[src/rtl/hier_leaf_pkg.sv]
// Shared defaults and pointer helper for the hierarchical leaf FIFO.
// Depths need not be powers of two, so pointer wrap is an explicit compare.
package hier_leaf_pkg;

    localparam int HIER_LEAF_DATA_W_DEFAULT = 8;
    localparam int HIER_LEAF_DEPTH_DEFAULT  = 4;

    function automatic int unsigned ptr_inc(input int unsigned ptr, input int unsigned depth);
        return (ptr == depth - 1) ? 0 : ptr + 1;
    endfunction

endpackage

[src/rtl/hier_leaf_fifo_mem.sv]
// DEPTH x DATA_W storage for the leaf FIFO: one synchronous write port,
// one asynchronous read port, contents deliberately left unreset.
module hier_leaf_fifo_mem
    import hier_leaf_pkg::*;
#(
    parameter int DATA_W = HIER_LEAF_DATA_W_DEFAULT,
    parameter int DEPTH  = HIER_LEAF_DEPTH_DEFAULT,
    parameter int AW     = $clog2(DEPTH)
) (
    input  logic              clk,
    input  logic              wr_en,
    input  logic [AW-1:0]     wr_addr,
    input  logic [DATA_W-1:0] wr_data,
    input  logic [AW-1:0]     rd_addr,
    output logic [DATA_W-1:0] rd_data
);

    logic [DATA_W-1:0] mem_q [DEPTH];

    always_ff @(posedge clk) begin
        if (wr_en) begin
            mem_q[wr_addr] <= wr_data;
        end
    end

    assign rd_data = mem_q[rd_addr];

endmodule

[src/rtl/hier_leaf_fifo.sv]
// Single-clock valid/ready leaf FIFO with occupancy, almost-full and sticky error flags.
// Define HIER_LEAF_FIFO_STRICT_EN for the underflow flag and handshake assertions.
module hier_leaf_fifo
    import hier_leaf_pkg::*;
#(
    parameter int DATA_W    = HIER_LEAF_DATA_W_DEFAULT,
    parameter int DEPTH     = HIER_LEAF_DEPTH_DEFAULT,
    parameter int AF_MARGIN = 1
) (
    input  logic                       clk,
    input  logic                       rst,
    input  logic                       in_valid,
    output logic                       in_ready,
    input  logic [DATA_W-1:0]          in_data,
    output logic                       out_valid,
    input  logic                       out_ready,
    output logic [DATA_W-1:0]          out_data,
    output logic [$clog2(DEPTH+1)-1:0] count,
    output logic                       almost_full,
    output logic                       err_overflow,
    output logic                       err_underflow
);

    localparam int AW = $clog2(DEPTH);
    localparam int CW = $clog2(DEPTH + 1);
    localparam logic [CW-1:0] FULL_CNT = CW'(DEPTH);
    localparam logic [CW-1:0] AF_CNT   = CW'(DEPTH - AF_MARGIN);

    logic [AW-1:0]     wr_ptr_q, wr_ptr_d;
    logic [AW-1:0]     rd_ptr_q, rd_ptr_d;
    logic [CW-1:0]     count_q, count_d;
    logic              err_overflow_q, err_overflow_d;
    logic              full, empty, push, pop;
    logic [DATA_W-1:0] head_data;

    // Handshake depends only on registered occupancy, never on out_ready.
    assign full      = (count_q == FULL_CNT);
    assign empty     = (count_q == '0);
    assign in_ready  = !full;
    assign out_valid = !empty;
    assign push      = in_valid & in_ready;
    assign pop       = out_valid & out_ready;

    always_comb begin
        wr_ptr_d       = wr_ptr_q;
        rd_ptr_d       = rd_ptr_q;
        count_d        = count_q;
        err_overflow_d = err_overflow_q | (in_valid & full);
        if (push) begin
            wr_ptr_d = AW'(ptr_inc(32'(wr_ptr_q), DEPTH));
        end
        if (pop) begin
            rd_ptr_d = AW'(ptr_inc(32'(rd_ptr_q), DEPTH));
        end
        case ({push, pop})
            2'b10:   count_d = count_q + CW'(1);
            2'b01:   count_d = count_q - CW'(1);
            default: count_d = count_q;
        endcase
    end

    always_ff @(posedge clk or posedge rst) begin
        if (rst) begin
            wr_ptr_q       <= '0;
            rd_ptr_q       <= '0;
            count_q        <= '0;
            err_overflow_q <= 1'b0;
        end else begin
            wr_ptr_q       <= wr_ptr_d;
            rd_ptr_q       <= rd_ptr_d;
            count_q        <= count_d;
            err_overflow_q <= err_overflow_d;
        end
    end

    hier_leaf_fifo_mem #(
        .DATA_W (DATA_W),
        .DEPTH  (DEPTH),
        .AW     (AW)
    ) u_mem (
        .clk     (clk),
        .wr_en   (push),
        .wr_addr (wr_ptr_q),
        .wr_data (in_data),
        .rd_addr (rd_ptr_q),
        .rd_data (head_data)
    );

    // Storage is unreset, so mask the head word to zero whenever nothing is held.
    assign out_data     = empty ? '0 : head_data;
    assign count        = count_q;
    assign almost_full  = (count_q >= AF_CNT);
    assign err_overflow = err_overflow_q;

`ifdef HIER_LEAF_FIFO_STRICT_EN
    logic err_underflow_q, err_underflow_d;

    always_comb begin
        err_underflow_d = err_underflow_q | (out_ready & empty);
    end

    always_ff @(posedge clk or posedge rst) begin
        if (rst) begin
            err_underflow_q <= 1'b0;
        end else begin
            err_underflow_q <= err_underflow_d;
        end
    end

    assign err_underflow = err_underflow_q;

`ifndef SYNTHESIS
    a_valid_held: assert property (@(posedge clk) disable iff (rst)
        (in_valid && !in_ready) |=> in_valid);
    a_data_held: assert property (@(posedge clk) disable iff (rst)
        (in_valid && !in_ready) |=> $stable(in_data));
`endif
`else
    assign err_underflow = 1'b0;
`endif

endmodule
[config.mk]
export PLATFORM = sky130hd
export DESIGN_NAME = hier_leaf_fifo
export DESIGN_NICKNAME = d
export VERILOG_FILES = /design/src/rtl/hier_leaf_pkg.sv /design/src/rtl/hier_leaf_fifo_mem.sv /design/src/rtl/hier_leaf_fifo.sv
export SDC_FILE = /design/constraint.sdc
export NUM_CORES = 1
export LEC_CHECK = 0
export BUFFER_PORTS_ARGS = -buffer_cell sky130_fd_sc_hd__buf_2
export CAP_MARGIN = 20
export CORE_MARGIN = 2
export CORE_UTILIZATION = 43
export CTS_CLUSTER_SIZE = 16
export DETAILED_ROUTE_END_ITERATION = 8
export SLEW_MARGIN = 30
export SYNTH_ARGS = -nofsm -noshare
export SYNTH_HDL_FRONTEND = slang
export SYNTH_HIERARCHICAL = 1
export SYNTH_SLANG_ARGS = --single-unit
[constraint.sdc]
create_clock -name clk -period 4.95 [get_ports clk]
set_input_delay 0.99 -clock clk [delete_from_list [all_inputs] [get_ports clk]]
set_output_delay 0.99 -clock clk [all_outputs]
set_load 0.02 [all_outputs]
==> results of run 1 <==
## state kept, by name, summed over array words and instances (netlist names)
name	cells
count	3
err_overflow	1
rd_ptr_q	2
u_mem/mem_q	32
wr_ptr_q	2
## synthesized netlist by cell type, types with 2 or more instances
cell | count | area [µm²]
sky130_fd_sc_hd__nor2_1 | 3 | 11.3
sky130_fd_sc_hd__buf_6 | 2 | 22.5
sky130_fd_sc_hd__xor2_1 | 2 | 17.5
sky130_fd_sc_hd__and2_2 | 8 | 60.1
sky130_fd_sc_hd__mux4_2 | 8 | 180
sky130_fd_sc_hd__edfxtp_1 | 32 | 961
sky130_fd_sc_hd__ha_1 | 3 | 37.5
sky130_fd_sc_hd__inv_1 | 5 | 18.8
sky130_fd_sc_hd__and3b_1 | 2 | 17.5
sky130_fd_sc_hd__nand2_1 | 2 | 7.51
sky130_fd_sc_hd__dfrtp_1 | 8 | 200
sky130_fd_sc_hd__mux2_4 | 2 | 30.0
sky130_fd_sc_hd__mux2_2 | 2 | 22.5
## layer usage
layer	vias to the layer above	share of wire, %	global-route usage, %
met3	5	4.3	5.41
met1	432	44	17.6
li1	400	-	-
met4	0	1.9	7.65
met5	-	0	0
met2	16	50	21.9
## cell type report
type	count	area, µm²
Fill cell	331	1770
Sequential cell	40	1160
Timing Repair Buffer	27	138
Clock inverter	2	10.0
Clock buffer	6	82.6
Inverter	5	18.8
Multi-Input combinational cell	43	478
Tap cell	48	60.1
## worst min path at each step
stage	to	slack (ps)
after floorplan	rd_ptr_q[1]$_DFFE_PP0P_	510
after global placement	err_overflow$_DFF_PP0_	450
after detailed placement	err_overflow$_DFF_PP0_	470
after CTS	err_overflow$_DFF_PP0_	500
after global routing	err_overflow$_DFF_PP0_	520
final	err_overflow$_DFF_PP0_	490
## power groups by stage
stage	Combinational, mW	Sequential (mW)	Clock (mW)
after floorplan	0.392	0.517	0
after global placement	0.487	0.536	0
after detailed placement	0.499	0.543	0
after CTS	0.499	0.536	0.224
after global routing	0.535	0.550	0.241
final	0.488	0.533	0.216
## kinds of logic after synthesis
family | after synthesis
buffers and inverters | 9
AO/OA/AOI/OAI | 3
adder cells (fa/ha/maj) | 4
flip-flops | 40
XOR/XNOR | 3
other | 1
multiplexers | 12
AND/OR/NAND/NOR | 20
## per-stage QoR
stage | util [%] | cells | area [µm²]
2_1_floorplan | - | 92 | 1690
3_3_place_gp | 49.9 | 163 | 1860
3_5_place_dp | 49.9 | 163 | 1860
4_1_cts | 52.4 | 171 | 1950
5_1_grt | 52.4 | 171 | 1950
6_report | 52.4 | 171 | 1950
==> qor.txt, run 1 <==
STATUS
--------------------------------------------------------------------------------------------------
Outcome                                                                               complete, no violations

YOSYS
--------------------------------------------------------------------------------------------------
Netlist Area Pre-Place                                                                    1690 µm²
Count of unique library cells instantiated by Yosys                                             26
Cells after Synth                                                                               92
Share of synthesized cell area in full adder, half adder and majority cells                  3.40%
Number of synthesized flops with an enable pin                                                  32
FF+latch count, synth                                                                           40
Net Count, Synth                                                                               108
Async set-reset flop share out of synthesis                                                  20.0%
Basic-gate share of the synthesized area counting and, or, nand and nor cells                7.91%
Complex-gate fraction of the synthesized area                                                1.40%
Most frequently used flop master after synthesis                                      sky130_fd_sc_hd__edfxtp_1
Mapped Avg Cell Area                                                                      18.4 µm²
Synthesized-area fraction occupied by xor and xnor cells                                     1.55%
Combinational family with the most area after synthesis                               multiplexers
Synthesis warning total                                                                          6
Portion of the post-synthesis area used by sequential elements                               68.6%
Portion of netlist area occupied by mux cells                                                13.7%

FLOORPLANNING
--------------------------------------------------------------------------------------------------
Area of the core                                                                          3720 µm²
Effective utilization at floorplan                                                           45.6%
Number of cell rows                                                                             22
Die outline area                                                                          4450 µm²
# IOs                                                                                           28
Height of the chip                                                                         66.7 µm
Die outline width                                                                          66.7 µm

POWER
--------------------------------------------------------------------------------------------------
Internal power consumption                                                                  804 µW
Power per cell area                                                                     635 nW/µm²
Leakage power                                                                             0.760 nW
Worst supply voltage drop on vdd                                                          0.262 mV
Net switching power figure                                                                  433 µW
Switching part of the total                                                                  35.0%
Part of the power in combinational logic                                                     39.5%
Power consumption                                                                          1.24 mW
Clk pwr share                                                                                17.4%
Part of the power in registers                                                               43.1%

SETUP PATH
--------------------------------------------------------------------------------------------------
Sum of buffers and inverters on the critical path                                                1
Worst reg2reg setup slack                                                                  2680 ps
Worst EP required                                                                          3960 ps
Capture point of the critical path                                                     out_data[3]
Category of cells accounting for the largest share of critical-path delay               flip-flops
CP cell instances                                                                     mux4_2, and2_2, buf_2
Critical Setup Path Class                                                               reg -> out
Logic depth of the worst register-to-register path                                               8
Crit Path Max Fanout                                                                            11
Library cell contributing the largest single delay on the critical path               sky130_fd_sc_hd__dfrtp_1
Total number of cells along the worst setup path                                                 3
Launch instance of the worst register-to-register path                                count[0]$_DFFE_PP0P_
Crit path launch                                                                      rd_ptr_q[0]$_DFFE_PP0P_
Kind of start point of the critical path                                                 flip-flop
Kind of end point of the critical path                                                 output port
Data arrival time of the critical path                                                     1900 ps
Biggest cell delay along the critical path                                                  720 ps
FF-to-FF End                                                                          count[2]$_DFFE_PP0P_

WORST HOLD PATH
--------------------------------------------------------------------------------------------------
Hold Path Origin                                                                      err_overflow$_DFF_PP0_
Worst hold path class                                                                   reg -> reg
Hold Path Cell Cnt                                                                               1

STA
--------------------------------------------------------------------------------------------------
Worst clock skew on the final layout                                                       7.15 ps
Max-slew violation count                                                                         0
Worst hold-check slack                                                                      490 ps
Count of endpoints failing setup in the final report                                             0
Fmax                                                                                     0.346 GHz
Tcrit/Tclk final                                                                             58.4%
Minimum clock period after layout                                                          2890 ps
Relative slew slack                                                                          60.8%
Setup slack after layout                                                                   2060 ps
Setup repair after global routing missed its margin                                          false
Final hold violations                                                                            0
Actual transition at the worst max-transition pin                                           588 ps
Final-layout setup total negative slack                                                       0 ps

FINISH
--------------------------------------------------------------------------------------------------
Number of antenna cells inserted                                                                 0
Most frequent cells in the layout                                                     sky130_fd_sc_hd__edfxtp_1, sky130_fd_sc_hd__buf_2, sky130_fd_sc_hd__and2_2, sky130_fd_sc_hd__dfrtp_1, sky130_fd_sc_hd__mux4_2
Net count, final                                                                               138
Synth-to-Final Area Change                                                                   15.1%
Proportion of layout cells with a drive suffix above 1                                       47.2%
Leading cell type in the layout, fill and taps excluded                               sky130_fd_sc_hd__edfxtp_1

DRT
--------------------------------------------------------------------------------------------------
Antenna violation net count after detailed routing                                               0
Average wire length per cell after detail routing                                          15.9 µm
Vias after detailed routing                                                                    853
Sum of routed wire length over all layers                                                  2720 µm
Count of routing violations after the opening detailed-route iteration                          20
Average via count per standard cell                                                           4.99
DR pass1 iterations                                                                              2
Remaining design rule violation count                                                            0

GRT
--------------------------------------------------------------------------------------------------
Global-route wire length before repair                                                     4240 µm
Gr usage total                                                                               14.3%
Grt ovf                                                                                          0
Largest net degree at the start of global routing                                               13
Number of antenna violations at the first check in global routing                                0
Vias in the first global route                                                                 842

CLOCK TREE
--------------------------------------------------------------------------------------------------
Number of buffers added to fix hold violations after cts                                         0
Clock latency of the later-clocked register in the worst-skew pair                          280 ps
Number of levels the H-tree was split into                                                       2
Cell at the root of the clock tree                                                    sky130_fd_sc_hd__clkbuf_8
Post-cts gate resize count                                                                       0
CTS tree                                                                                     built
Clock transition time at the flip-flop clock pins of the worst setup and hold paths          80 ps
Sinks on Clock Net                                                                              40
Deepest clock path buffer count                                                                  2
Inserted Clock Buffers                                                                           5
Post-CTS setup buffer count                                                                      0

PLACEMENT
--------------------------------------------------------------------------------------------------
Post-Place Worst Slack                                                                     2320 ps
Quantity of I/O buffers inserted on ports                                                       26
Weighted congestion at the end of routability-driven global placement                        0.657
Hpwl dp                                                                                    1840 µm

FLOW RUN
--------------------------------------------------------------------------------------------------
Number of max-cap violations                                                                     0

(Power assumes the default switching activity.)
==> inputs of run 2 (changes only) <==
--- a/config.mk
+++ b/config.mk
@@ -11,6 +11,7 @@
 export CORE_UTILIZATION = 43
 export CTS_CLUSTER_SIZE = 16
 export DETAILED_ROUTE_END_ITERATION = 8
+export PLACE_DENSITY = 0.66
 export SLEW_MARGIN = 30
 export SYNTH_ARGS = -nofsm -noshare
 export SYNTH_HDL_FRONTEND = slang
==> constraint.sdc (replaced) <==
create_clock -name clk -period 2.61 [get_ports clk]
set_input_delay 0.522 -clock clk [delete_from_list [all_inputs] [get_ports clk]]
set_output_delay 0.522 -clock clk [all_outputs]
set_load 0.02 [all_outputs]
==> run 2 against run 1 <==
Effect of this change:
- count of clock-buffer cells in the layout fell by 1
- sequential share of layout area is 0.57 points lower
- clock power is 130% higher
- clock skew shrank 5.3 ps
- first-iteration DRC count down 60%
- worst hold slack lost 320 ps
- power grew 96%
- register-to-register slack got worse by 2300 ps
- largest cell class unchanged
- largest power group unchanged
- highest routed layer unchanged
==> qor.txt, run 2 (synthesized netlist as in run 1, its figures left out) <==
STATUS
--------------------------------------------------------------------------------------------------
Outcome                                                                               complete, no violations

CLOCK TREE
--------------------------------------------------------------------------------------------------
Inserted Clock Buffers                                                                           5
Cell at the root of the clock tree                                                    sky130_fd_sc_hd__clkbuf_8
Post-cts gate resize count                                                                       0
Clock transition time at the flip-flop clock pins of the worst setup and hold paths          70 ps
Number of buffers added to fix hold violations after cts                                         0
Deepest clock path buffer count                                                                  2
Sinks on Clock Net                                                                              40
Clock latency of the later-clocked register in the worst-skew pair                          290 ps
CTS tree                                                                                     built
Number of levels the H-tree was split into                                                       2
Post-CTS setup buffer count                                                                      0

GRT
--------------------------------------------------------------------------------------------------
Largest net degree at the start of global routing                                               14
Vias in the first global route                                                                 896
Number of antenna violations at the first check in global routing                                0
Grt ovf                                                                                          0
Global-route wire length before repair                                                     4380 µm
Gr usage total                                                                               14.4%

PLACEMENT
--------------------------------------------------------------------------------------------------
Weighted congestion at the end of routability-driven global placement                        0.689
Hpwl dp                                                                                    1810 µm
Quantity of I/O buffers inserted on ports                                                       26
Dpl cell area                                                                             1860 µm²

DRT
--------------------------------------------------------------------------------------------------
Antenna violation net count after detailed routing                                               0
Vias after detailed routing                                                                    864
DR pass1 iterations                                                                              4
Average wire length per cell after detail routing                                          15.5 µm
Count of routing violations after the opening detailed-route iteration                           8
Average via count per standard cell                                                           5.05
Remaining design rule violation count                                                            0
Sum of routed wire length over all layers                                                  2650 µm

STA
--------------------------------------------------------------------------------------------------
Final hold violations                                                                            0
Relative slew slack                                                                          61.6%
Worst clock skew on the final layout                                                       1.87 ps
Actual transition at the worst max-transition pin                                           576 ps
Max-slew violation count                                                                         0
Setup repair after global routing missed its margin                                          false
Minimum clock period after layout                                                          2430 ps
Count of endpoints failing setup in the final report                                             0
Fmax                                                                                     0.411 GHz
Tcrit/Tclk final                                                                             93.2%
Final-layout setup total negative slack                                                       0 ps

FINISH
--------------------------------------------------------------------------------------------------
Final cell area excluding filler cells                                                    1970 µm²
Most frequent cells in the layout                                                     sky130_fd_sc_hd__edfxtp_1, sky130_fd_sc_hd__buf_2, sky130_fd_sc_hd__and2_2, sky130_fd_sc_hd__dfrtp_1, sky130_fd_sc_hd__mux4_2
Register name with the most flops                                                      u_mem/mem_q
Net count, final                                                                               138
Leading cell type in the layout, fill and taps excluded                               sky130_fd_sc_hd__edfxtp_1
Synth-to-Final Area Change                                                                   16.2%
Number of flip-flops in the largest register                                                    32
Number of antenna cells inserted                                                                 0
Proportion of layout cells with a drive suffix above 1                                       47.2%

SETUP PATH
--------------------------------------------------------------------------------------------------
Critical Setup Path Class                                                               reg -> out
Crit Path Max Fanout                                                                            11
Kind of end point of the critical path                                                 output port
FF-to-FF End                                                                          count[2]$_DFFE_PP0P_
Worst EP required                                                                          2090 ps
Data arrival time of the critical path                                                     1910 ps
Logic depth of the worst register-to-register path                                               8
Crit path launch                                                                      rd_ptr_q[0]$_DFFE_PP0P_
Worst reg2reg setup slack                                                                   380 ps
Kind of start point of the critical path                                                 flip-flop
Capture point of the critical path                                                     out_data[1]
Launch instance of the worst register-to-register path                                count[0]$_DFFE_PP0P_

POWER
--------------------------------------------------------------------------------------------------
Power consumption                                                                          2.42 mW
Leakage power                                                                             0.763 nW
Worst supply voltage drop on vdd                                                          0.576 mV
Power per cell area                                                                    1230 nW/µm²

FLOORPLANNING
--------------------------------------------------------------------------------------------------
Die outline width                                                                          66.7 µm
Area of the core                                                                          3720 µm²
Height of the chip                                                                         66.7 µm
Effective utilization at floorplan                                                           45.6%
# IOs                                                                                           28
Die outline area                                                                          4450 µm²
Number of cell rows                                                                             22

WORST HOLD PATH
--------------------------------------------------------------------------------------------------
Worst hold path class                                                                  in -> async

FLOW RUN
--------------------------------------------------------------------------------------------------
Number of max-cap violations                                                                     0

## run 2: changes by cell type in the layout (fill, tap and decap cells not counted)
cell and change:
sky130_fd_sc_hd__clkinv_2 -1, sky130_fd_sc_hd__bufinv_16 +1, sky130_fd_sc_hd__clkinvlp_4 +1, sky130_fd_sc_hd__clkbuf_8 -1
## run 2: through the flow
step	cells	util [%]	hold slack (ps)	setup slack (ps)
after floorplan	92	-	338	332
after global placement	163	49.9	454	424
after detailed placement	163	49.9	453	404
after CTS	171	52.9	182	135
after global routing	171	52.9	190	57.2
final	171	52.9	170	179
## run 2: worst min path at each step
| stage | from | to | slack (ps) | cells after the start |
|---|---|---|---|---|
| global placement | err_overflow$_DFF_PP0_ | err_overflow$_DFF_PP0_ | 450 | 1 |
| global route | rst | err_overflow$_DFF_PP0_ | 190 | 2 |
| detailed placement | err_overflow$_DFF_PP0_ | err_overflow$_DFF_PP0_ | 450 | 1 |
| finish | rst | count[0]$_DFFE_PP0P_ | 170 | 2 |
| CTS | rst | err_overflow$_DFF_PP0_ | 180 | 2 |
| floorplan | rst | count[0]$_DFFE_PP0P_ | 340 | 1 |
## run 2: per-layer routing
| metal | track usage [%] | up-vias | wire [µm] |
|---|---|---|---|
| met5 | 0 | - | 0 |
| met4 | 6.89 | 0 | 55 |
| met3 | 4.56 | 6 | 126 |
| met2 | 22.8 | 20 | 1320 |
| met1 | 17.9 | 438 | 1160 |
| li1 | - | 400 | - |
## run 2: area by class of cell
type / instances / area [µm²]
clock buffer: 5 / 68.8
multi-input combinational: 43 / 478
clock inverter: 3 / 42.5
timing repair buffer: 27 / 138
fill: 310 / 1750
tap: 48 / 60.1
sequential: 40 / 1160
inverter: 5 / 18.8
## run 2: worst max-delay path, stage by stage, from the launching register on
cell and delay (ps):
sky130_fd_sc_hd__dfrtp_1 710, sky130_fd_sc_hd__mux4_2 580, sky130_fd_sc_hd__and2_2 180, sky130_fd_sc_hd__buf_2 150
## run 2: power by group
group / switching, mW / internal (mW)
Sequential: 0.151 / 0.861
Clock: 0.210 / 0.283
Combinational: 0.466 / 0.452
